<file path="config.mk">
export PLATFORM = sky130hd
export DESIGN_NAME = instr_fetch
export DESIGN_NICKNAME = d
export VERILOG_FILES = /design/src/rtl/mips_pkg.sv /design/src/rtl/if_pc_next.sv /design/src/rtl/instr_fetch.sv
export SDC_FILE = /design/constraint.sdc
export NUM_CORES = 1
export LEC_CHECK = 0
export ABC_AREA = 1
export BUFFER_PORTS_ARGS = -buffer_cell sky130_fd_sc_hd__buf_2
export CAP_MARGIN = 20
export CORE_ASPECT_RATIO = 0.7
export CORE_MARGIN = 10
export CORE_UTILIZATION = 37
export DETAILED_ROUTE_END_ITERATION = 10
export PLACE_DENSITY = 0.61
export SYNTH_ARGS = -nofsm -noshare
export SYNTH_HDL_FRONTEND = slang
export SYNTH_SLANG_ARGS = --single-unit
</file>
<file path="constraint.sdc">
create_clock -name clk -period 4.1 [get_ports clk]
set_clock_uncertainty 0.2 [all_clocks]
set_input_delay 0.41 -clock clk [delete_from_list [all_inputs] [get_ports clk]]
set_output_delay 0.41 -clock clk [all_outputs]
set_load 0.02 [all_outputs]
</file>
<file path="src/rtl/mips_pkg.sv">
// Shared definitions for the MIPS front end: fetch FSM states, next-PC
// select codes and instruction-field constants.
package mips_pkg;

  typedef enum logic {
    FETCH = 1'b0,
    HOLD  = 1'b1
  } if_state_t;

  typedef enum logic [1:0] {
    PC_SEL_HOLD  = 2'd0,
    PC_SEL_INC   = 2'd1,
    PC_SEL_REDIR = 2'd2,
    PC_SEL_PEND  = 2'd3
  } pc_sel_t;

  localparam logic [31:0] NOP_INSTR  = 32'h0000_0000;
  localparam logic [31:0] PC_STEP    = 32'd4;
  localparam int unsigned OPCODE_MSB = 31;
  localparam int unsigned OPCODE_LSB = 26;

  // Instruction addresses are word aligned; low two bits are always zero.
  function automatic logic [31:0] word_align(input logic [31:0] addr);
    return {addr[31:2], 2'b00};
  endfunction

endpackage

</file>
<file path="src/rtl/if_pc_next.sv">
// Next-PC selection for the fetch stage: hold, sequential step, immediate
// redirect target or deferred redirect target, always word aligned.
module if_pc_next
  import mips_pkg::*;
(
  input  logic [31:0] pc,
  input  logic [31:0] redirect_pc,
  input  logic [31:0] redir_pc,
  input  pc_sel_t     pc_sel,
  output logic [31:0] pc_next
);

  // Select the source of the next PC and force word alignment.
  always_comb begin
    pc_next = pc;
    unique case (pc_sel)
      PC_SEL_HOLD:  pc_next = pc;
      PC_SEL_INC:   pc_next = pc + PC_STEP;
      PC_SEL_REDIR: pc_next = redirect_pc;
      PC_SEL_PEND:  pc_next = redir_pc;
      default:      pc_next = pc;
    endcase
    pc_next = word_align(pc_next);
  end

endmodule

</file>
<file path="src/rtl/instr_fetch.sv">
// Instruction fetch stage: owns the PC, fetches from instruction memory with
// a req/ready handshake and holds one instruction for the decoder with a
// valid/ready handshake. Redirects arriving mid-access are deferred until the
// access completes so the memory address stays stable.
module instr_fetch
  import mips_pkg::*;
#(
  parameter logic [31:0] PC_RESET = 32'h0000_0000
) (
  input  logic        clk,
  input  logic        rst_n,
  output logic        imem_req,
  output logic [31:0] imem_addr,
  input  logic        imem_ready,
  input  logic [31:0] imem_rdata,
  input  logic        id_ready,
  input  logic        redirect_valid,
  input  logic [31:0] redirect_pc,
  output logic        instr_valid,
  output logic [31:0] instr,
  output logic [5:0]  opcode,
  output logic [31:0] pc_out,
  output logic [31:0] pc_plus4
);

  if_state_t   state, next_state;
  pc_sel_t     pc_sel;
  logic [31:0] pc;
  logic [31:0] pc_next;
  logic        redir_pending;
  logic [31:0] redir_pc;
  logic        set_pend;
  logic        clr_pend;
  logic        capture;
  logic        drop_valid;
  logic        fire;

  assign imem_addr = pc;
  assign opcode    = instr[OPCODE_MSB:OPCODE_LSB];
  assign fire      = imem_req & imem_ready;

  if_pc_next u_pc_next (
    .pc          (pc),
    .redirect_pc (redirect_pc),
    .redir_pc    (redir_pc),
    .pc_sel      (pc_sel),
    .pc_next     (pc_next)
  );

  // FSM state register.
  always_ff @(posedge clk) begin
    if (!rst_n) state <= FETCH;
    else        state <= next_state;
  end

  // Next-state and control decode; redirect_valid takes priority everywhere.
  always_comb begin
    next_state = state;
    pc_sel     = PC_SEL_HOLD;
    set_pend   = 1'b0;
    clr_pend   = 1'b0;
    capture    = 1'b0;
    drop_valid = 1'b0;
    unique case (state)
      FETCH: begin
        if (redirect_valid) begin
          // Retarget now if no access is outstanding or it finishes this
          // cycle; otherwise park the target until the access completes.
          if (!imem_req || imem_ready) begin
            pc_sel   = PC_SEL_REDIR;
            clr_pend = 1'b1;
          end else begin
            set_pend = 1'b1;
          end
        end else if (fire) begin
          if (redir_pending) begin
            pc_sel   = PC_SEL_PEND;
            clr_pend = 1'b1;
          end else begin
            pc_sel     = PC_SEL_INC;
            capture    = 1'b1;
            next_state = HOLD;
          end
        end
      end
      HOLD: begin
        if (redirect_valid) begin
          pc_sel     = PC_SEL_REDIR;
          drop_valid = 1'b1;
          next_state = FETCH;
        end else if (id_ready) begin
          drop_valid = 1'b1;
          next_state = FETCH;
        end
      end
      default: next_state = FETCH;
    endcase
  end

  // PC, deferred redirect and held-instruction registers.
  always_ff @(posedge clk) begin
    if (!rst_n) begin
      pc            <= word_align(PC_RESET);
      imem_req      <= 1'b0;
      redir_pending <= 1'b0;
      redir_pc      <= '0;
      instr_valid   <= 1'b0;
      instr         <= NOP_INSTR;
      pc_out        <= '0;
      pc_plus4      <= PC_STEP;
    end else begin
      pc       <= pc_next;
      imem_req <= (next_state == FETCH);
      if (set_pend) begin
        redir_pending <= 1'b1;
        redir_pc      <= word_align(redirect_pc);
      end else if (clr_pend) begin
        redir_pending <= 1'b0;
      end
      if (capture) begin
        instr       <= imem_rdata;
        pc_out      <= pc;
        pc_plus4    <= pc + PC_STEP;
        instr_valid <= 1'b1;
      end else if (drop_valid) begin
        instr_valid <= 1'b0;
      end
    end
  end

endmodule

</file>
* Yosys cells after proc, flatten, opt, wreduce, memory -nomap -nowiden *
Index checks and enable logic that the tools add are counted.

storage, ports and cells
  register bits after elaboration = 162
  bits of input ports = 69

operators by class
  add/subtract/negate cells = 1
  equality and inequality tests = 3
  muxes and demuxes = 29
  bitwise operators = 3
  reductions and logical operators = 5

operator list
  kind                                            count
  case mux 32 bit (4 select lines)                1
  adder 32 x 3 -> 32 bit (second input constant)  1
  two-way mux 1 bit                               21
  two-way mux 2 bit                               5
  == test 2 bit (second input constant)           2
  case mux 2 bit (2 select lines)                 1
  nonzero test 2 bit                              2
  == test 2 x 1 -> 1 bit (second input constant)  1
  zero test 2 bit                                 1
  inverter 1 bit                                  2
  case mux 1 bit (2 select lines)                 1
  AND 1 bit                                       1
  zero test 1 bit                                 1
  logical OR 1 bit                                1

* Depth between registers and ports, before layout *
  depth in word-level cells = 7
  gate-level depth with buffers = 11
  gate-level depth less buffers = 11

* By module *
A second synthesis with hierarchy kept.

unflattened totals
  cell total of the unflattened synthesis = 1202
  area, all modules = 7891.3 um2

by module, submodules not included
  module       times used  cells an instance  area an instance (um2)  seq. area each (um2)
  instr_fetch  1           853                6229.7                  3203.1
  if_pc_next   1           349                1661.6                  0.0

* Least setup slack after synthesis *
Ideal clock, no wire load.

  kind = flip-flop to flip-flop
  start point = reg pc[3] (netlist: imem_addr[3])
  end point = reg pc_plus4[22]
  library setup time = 0.114 ns
  data arrival time = 1.601 ns
  data required time = 3.786 ns
  slack = 2.186 ns
  cell stages (with the launch flop) = 11
  buffers on the path = 0
  path through = dfxtp_1 > ha_1 > nand2_1 > nor2_1 > nand2_1 > nor2_1 > nand2_1 > nand2_1 > nand2_1 > o21bai_1 > inv_1

on the way
  word-level cells in the longest chain between the ends = 1

RTL lines
  item                      RTL line            source
  start: declaration        instr_fetch.sv:28   logic [31:0] pc;
  start signal: assignment  instr_fetch.sv:103  pc <= word_align(PC_RESET);
  start signal: assignment  instr_fetch.sv:112  pc <= pc_next;
  adder 32 x 3 -> 32 bit    instr_fetch.sv:123  pc_plus4 <= pc + PC_STEP;
  end signal: assignment    instr_fetch.sv:123
  end: declaration          instr_fetch.sv:23   output logic [31:0] pc_plus4

Every way passes these cells.
A chain may end at the register's enable or synchronous reset.

* Final worst setup path *
  start point = reg imem_req
  end point = reg pc_plus4[25]

on the way
  word-level cells in the longest chain between the ends = 4

RTL lines
  item                      RTL line            source
  start: declaration        instr_fetch.sv:12   output logic imem_req,
  start signal: assignment  instr_fetch.sv:113  imem_req <= (next_state == FETCH);
  AND 1 bit                 instr_fetch.sv:40   assign fire = imem_req & imem_ready;
  two-way mux 1 bit         instr_fetch.sv:75   end else if (fire) begin
  two-way mux 1 bit         instr_fetch.sv:66   if (redirect_valid) begin
  two-way mux 1 bit         instr_fetch.sv:64   unique case (state)

Every way passes these cells.

==> impl_metrics.sql <==
INSERT INTO impl_metrics (metric_group, metric, value, unit) VALUES
('finish', 'antenna_cells_inserted', '0', ''),
('clock_tree', 'tritoncts_clock_tree', 'built', ''),
('worst_setup_path', 'path_class', 'flip-flop to flip-flop', ''),
('routing', 'wirelength', '23500', 'um'),
('timing', 'grt_setup_unrepaired', 'no', ''),
('hold_path', 'hold_path_depth', '3', ''),
('clock_tree', 'worst_skew_pair.late_latency', '0.44', 'ns'),
('die', 'design.portCount', '205', ''),
('clock_tree', 'post-cts-setup-buffers', '0', ''),
('clock_tree', 'post_cts.resized_instances', '0', ''),
('routing', 'avgViaCountPerCell', '4.90', ''),
('die', 'die_area', '24700', 'um^2'),
('yosys', 'synth_cell_type_count', '32', ''),
('finish', 'end_of_flow_core_utilization', '47.2', '%'),
('timing', 'report.final.slew_viol_count', '0', ''),
('finish', 'syn_to_final_growth', '24.3', '%'),
('pwr', 'power.share.switching', '30.5', '%'),
('timing', 'min_period_over_period', '59.2', '%'),
('timing', 'slew-limit-headroom', '32.4', '%'),
('worst_setup_path', 'max_stage_delay', '0.50', 'ns'),
('finish', 'area_of_combinational_cells_with_multiple_inputs', '3200', 'um^2'),
('yosys', 'post_synth.cell_area_avg', '6.82', 'um^2'),
('routing', 'drt_pre_antenna_iters', '6', ''),
('timing', 'maxClockFrequency', '412', 'MHz'),
('worst_setup_path', 'cp_max_fo', '55', ''),
('die', 'start_util', '38.0', '%'),
('hold_path', 'worst_hold_path.endpoint', 'redir_pc[7]', ''),
('pwr', 'combinationalPowerShare', '12.5', '%'),
('timing', 'finalSetupTns', '0', 'ns'),
('die', 'placementRows', '41', ''),
('finish', 'fill_cells', '1910', ''),
('timing', 'tightest_slew', '1.01', 'ns'),
('clock_tree', 'clock_sink_count', '156', ''),
('placement', 'place.gp.congestion', '0.930', ''),
('pwr', 'post-layout-total-power', '3760', 'uW'),
('clock_tree', 'holdBufCountCts', '4', ''),
('finish', 'highest_count_cells_in_the_layout_ignoring_fill_and_taps', '308 x nand2_1, 196 x buf_2, 156 x dfxtp_1', ''),
('clock_tree', 'cts.htree.levels', '4', ''),
('status', 'run_status', 'finished, final reports clean', ''),
('die', 'die-width', '183', 'um'),
('pwr', 'leakage', '0.00410', 'uW'),
('clock_tree', 'numCtsBuffers', '17', ''),
('run', 'drv.max_cap_violation_count', '0', ''),
('worst_setup_path', 'setup.worst_path.start_class', 'flip-flop', ''),
('yosys', 'yosysWarningCount', '0', ''),
('grt', 'largest_net_degree_at_the_start_of_global_routing', '87', ''),
('routing', 'vias', '7001', ''),
('worst_setup_path', 'critical_path_required', '4.22', 'ns'),
('clock_tree', 'clockRootBuffer', 'clkbuf_16', ''),
('finish', 'layout.cells.most_common', 'nand2_1', ''),
('pwr', 'p_sw', '1150', 'uW'),
('routing', 'detail_route.iter0.violations', '529', ''),
('grt', 'grt_pass1_wl', '36500', 'um'),
('routing', 'postRouteAntennaNets', '0', ''),
('yosys', 'synth-seq-cells', '156', ''),
('timing', 'finalHoldWorstSlack', '0.00909', 'ns'),
('finish', 'regArea', '3120', 'um^2'),
('pwr', 'power.internal', '2610', 'uW'),
('timing', 'layout_min_cycle_time', '2.43', 'ns'),
('worst_setup_path', 'timing.critical_path.slowest_stage_cell', 'clkinv_2', ''),
('routing', 'wl_per_cell', '16.4', 'um'),
('worst_setup_path', 'ff2ff_path_depth', '9', ''),
('worst_setup_path', 'path_common_cell', 'nand2_1', ''),
('hold_path', 'hold_crit_start', 'redirect_pc[7]', ''),
('worst_setup_path', 'r2r_end', 'pc_plus4[25]', ''),
('finish', 'finalNetCount', '1251', ''),
('finish', 'layout-drive-gt1-share', '21.1', '%'),
('worst_setup_path', 'regToRegStartpoint', 'imem_req', ''),
('pwr', 'irDropWorstVdd', '0.216', 'mV'),
('placement', 'numPlacedInstances', '1394', ''),
('finish', 'layoutNonFillerInstCount', '1430', '');
[worst register-to-register path, stage by stage, from the launching register on]
cell,delay (ns)
dfxtp_1,0.42
nand2_1,0.07
nand2_1,0.10
nand3_2,0.12
nand2_2,0.10
clkinv_2,0.50
buf_12,0.43
o21ai_0,0.19
o21bai_1,0.12
inv_1,0.06
[layout make-up]
class | count | share of cell area (%)
flip-flops and latches | 156 | 36.3
well taps | 236 | 3.43
repair buffers | 208 | 12.7
multi-input cells | 721 | 37.2
clock buffers | 17 | 4.95
clock inverters | 15 | 1.98
inverters | 77 | 3.39
[power by group through the flow]
stage	registers [uW]	logic, uW	clock network, uW
2_1_floorplan	1750	235	0
3_3_place_gp	1700	466	0
3_5_place_dp	1710	470	0
4_1_cts	1670	474	1640
5_1_grt	1680	523	1720
6_report	1670	471	1610
[Yosys cell counts]
master / instances / area [um^2]
ha_1: 1 / 12.5
nor3_2: 2 / 20.0
o211ai_1: 5 / 37.5
xor2_1: 4 / 35.0
nor2_4: 1 / 11.3
buf_4: 13 / 97.6
o21a_1: 1 / 7.51
nand2_2: 2 / 12.5
o21ai_0: 96 / 480
nor2_1: 118 / 443
xnor2_1: 4 / 35.0
clkbuf_1: 31 / 116
or2_2: 3 / 18.8
a21oi_1: 112 / 561
nand3_1: 34 / 170
nand4_1: 1 / 6.26
buf_2: 17 / 85.1
buf_1: 2 / 7.51
o21bai_1: 13 / 97.6
and2_1: 1 / 6.26
inv_1: 71 / 267
nand3_2: 1 / 10.0
nand3b_1: 2 / 15.0
clkinv_2: 1 / 5.00
nand2_1: 308 / 1160
dfxtp_1: 156 / 3120
buf_6: 1 / 11.3
conb_1: 1 / 3.75
inv_2: 5 / 18.8
nand4_2: 1 / 12.5
a31oi_1: 5 / 31.3
clkbuf_2: 1 / 5.00
[cell families (layout without fill, tap and decap cells)]
family / count (synthesis) / after routing / synth area share, %
flip-flops: 156 / 156 / 45.1
buffers and inverters: 142 / 317 / 8.86
other: 1 / 6 / 0.0542
XOR/XNOR: 8 / 8 / 1.01
AO/OA/AOI/OAI: 232 / 232 / 17.6
adder cells (fa/ha/maj): 1 / 1 / 0.181
AND/OR/NAND/NOR: 474 / 474 / 27.2
[stage by stage]
stage                     cell area, um^2  setup WS [ns]
after floorplan                      6940           2.19
after global placement               7970           1.58
after detailed placement             7970           1.56
after CTS                            8600           1.70
after global routing                 8600           1.43
final                                8600           1.67
[layer usage]
metal / up-vias / GRT usage (%) / part of all wire (%) / routed length [um]
li1: 3565 / - / - / -
met1: 3173 / 25.0 / 47 / 10900
met2: 238 / 27.9 / 43 / 10000
met3: 25 / 5.26 / 9.5 / 2230
met4: 0 / 5.95 / 1.3 / 299
met5: - / 0 / 0 / 0
[worst max-delay path by stage]
| stage | start | end | slack, ns | cells past startpoint |
|---|---|---|---|---|
| after floorplan | imem_addr[3] | pc_plus4[22] | 2.19 | 10 |
| after global placement | imem_ready | pc_plus4[28] | 1.58 | 10 |
| after detailed placement | redirect_valid | pc_plus4[23] | 1.56 | 10 |
| after CTS | imem_req | pc_plus4[25] | 1.70 | 9 |
| after global routing | imem_req | pc_plus4[25] | 1.43 | 9 |
| final | imem_req | pc_plus4[25] | 1.67 | 9 |
[registers in the layout (all words and copies together) (netlist names)]
register / cells
imem_addr: 30
imem_req: 1
instr: 32
instr_valid: 1
pc_out: 30
pc_plus4: 30
redir_pc: 30
redir_pending: 1
state: 1
Note: power is estimated with default switching activity, not from simulation.
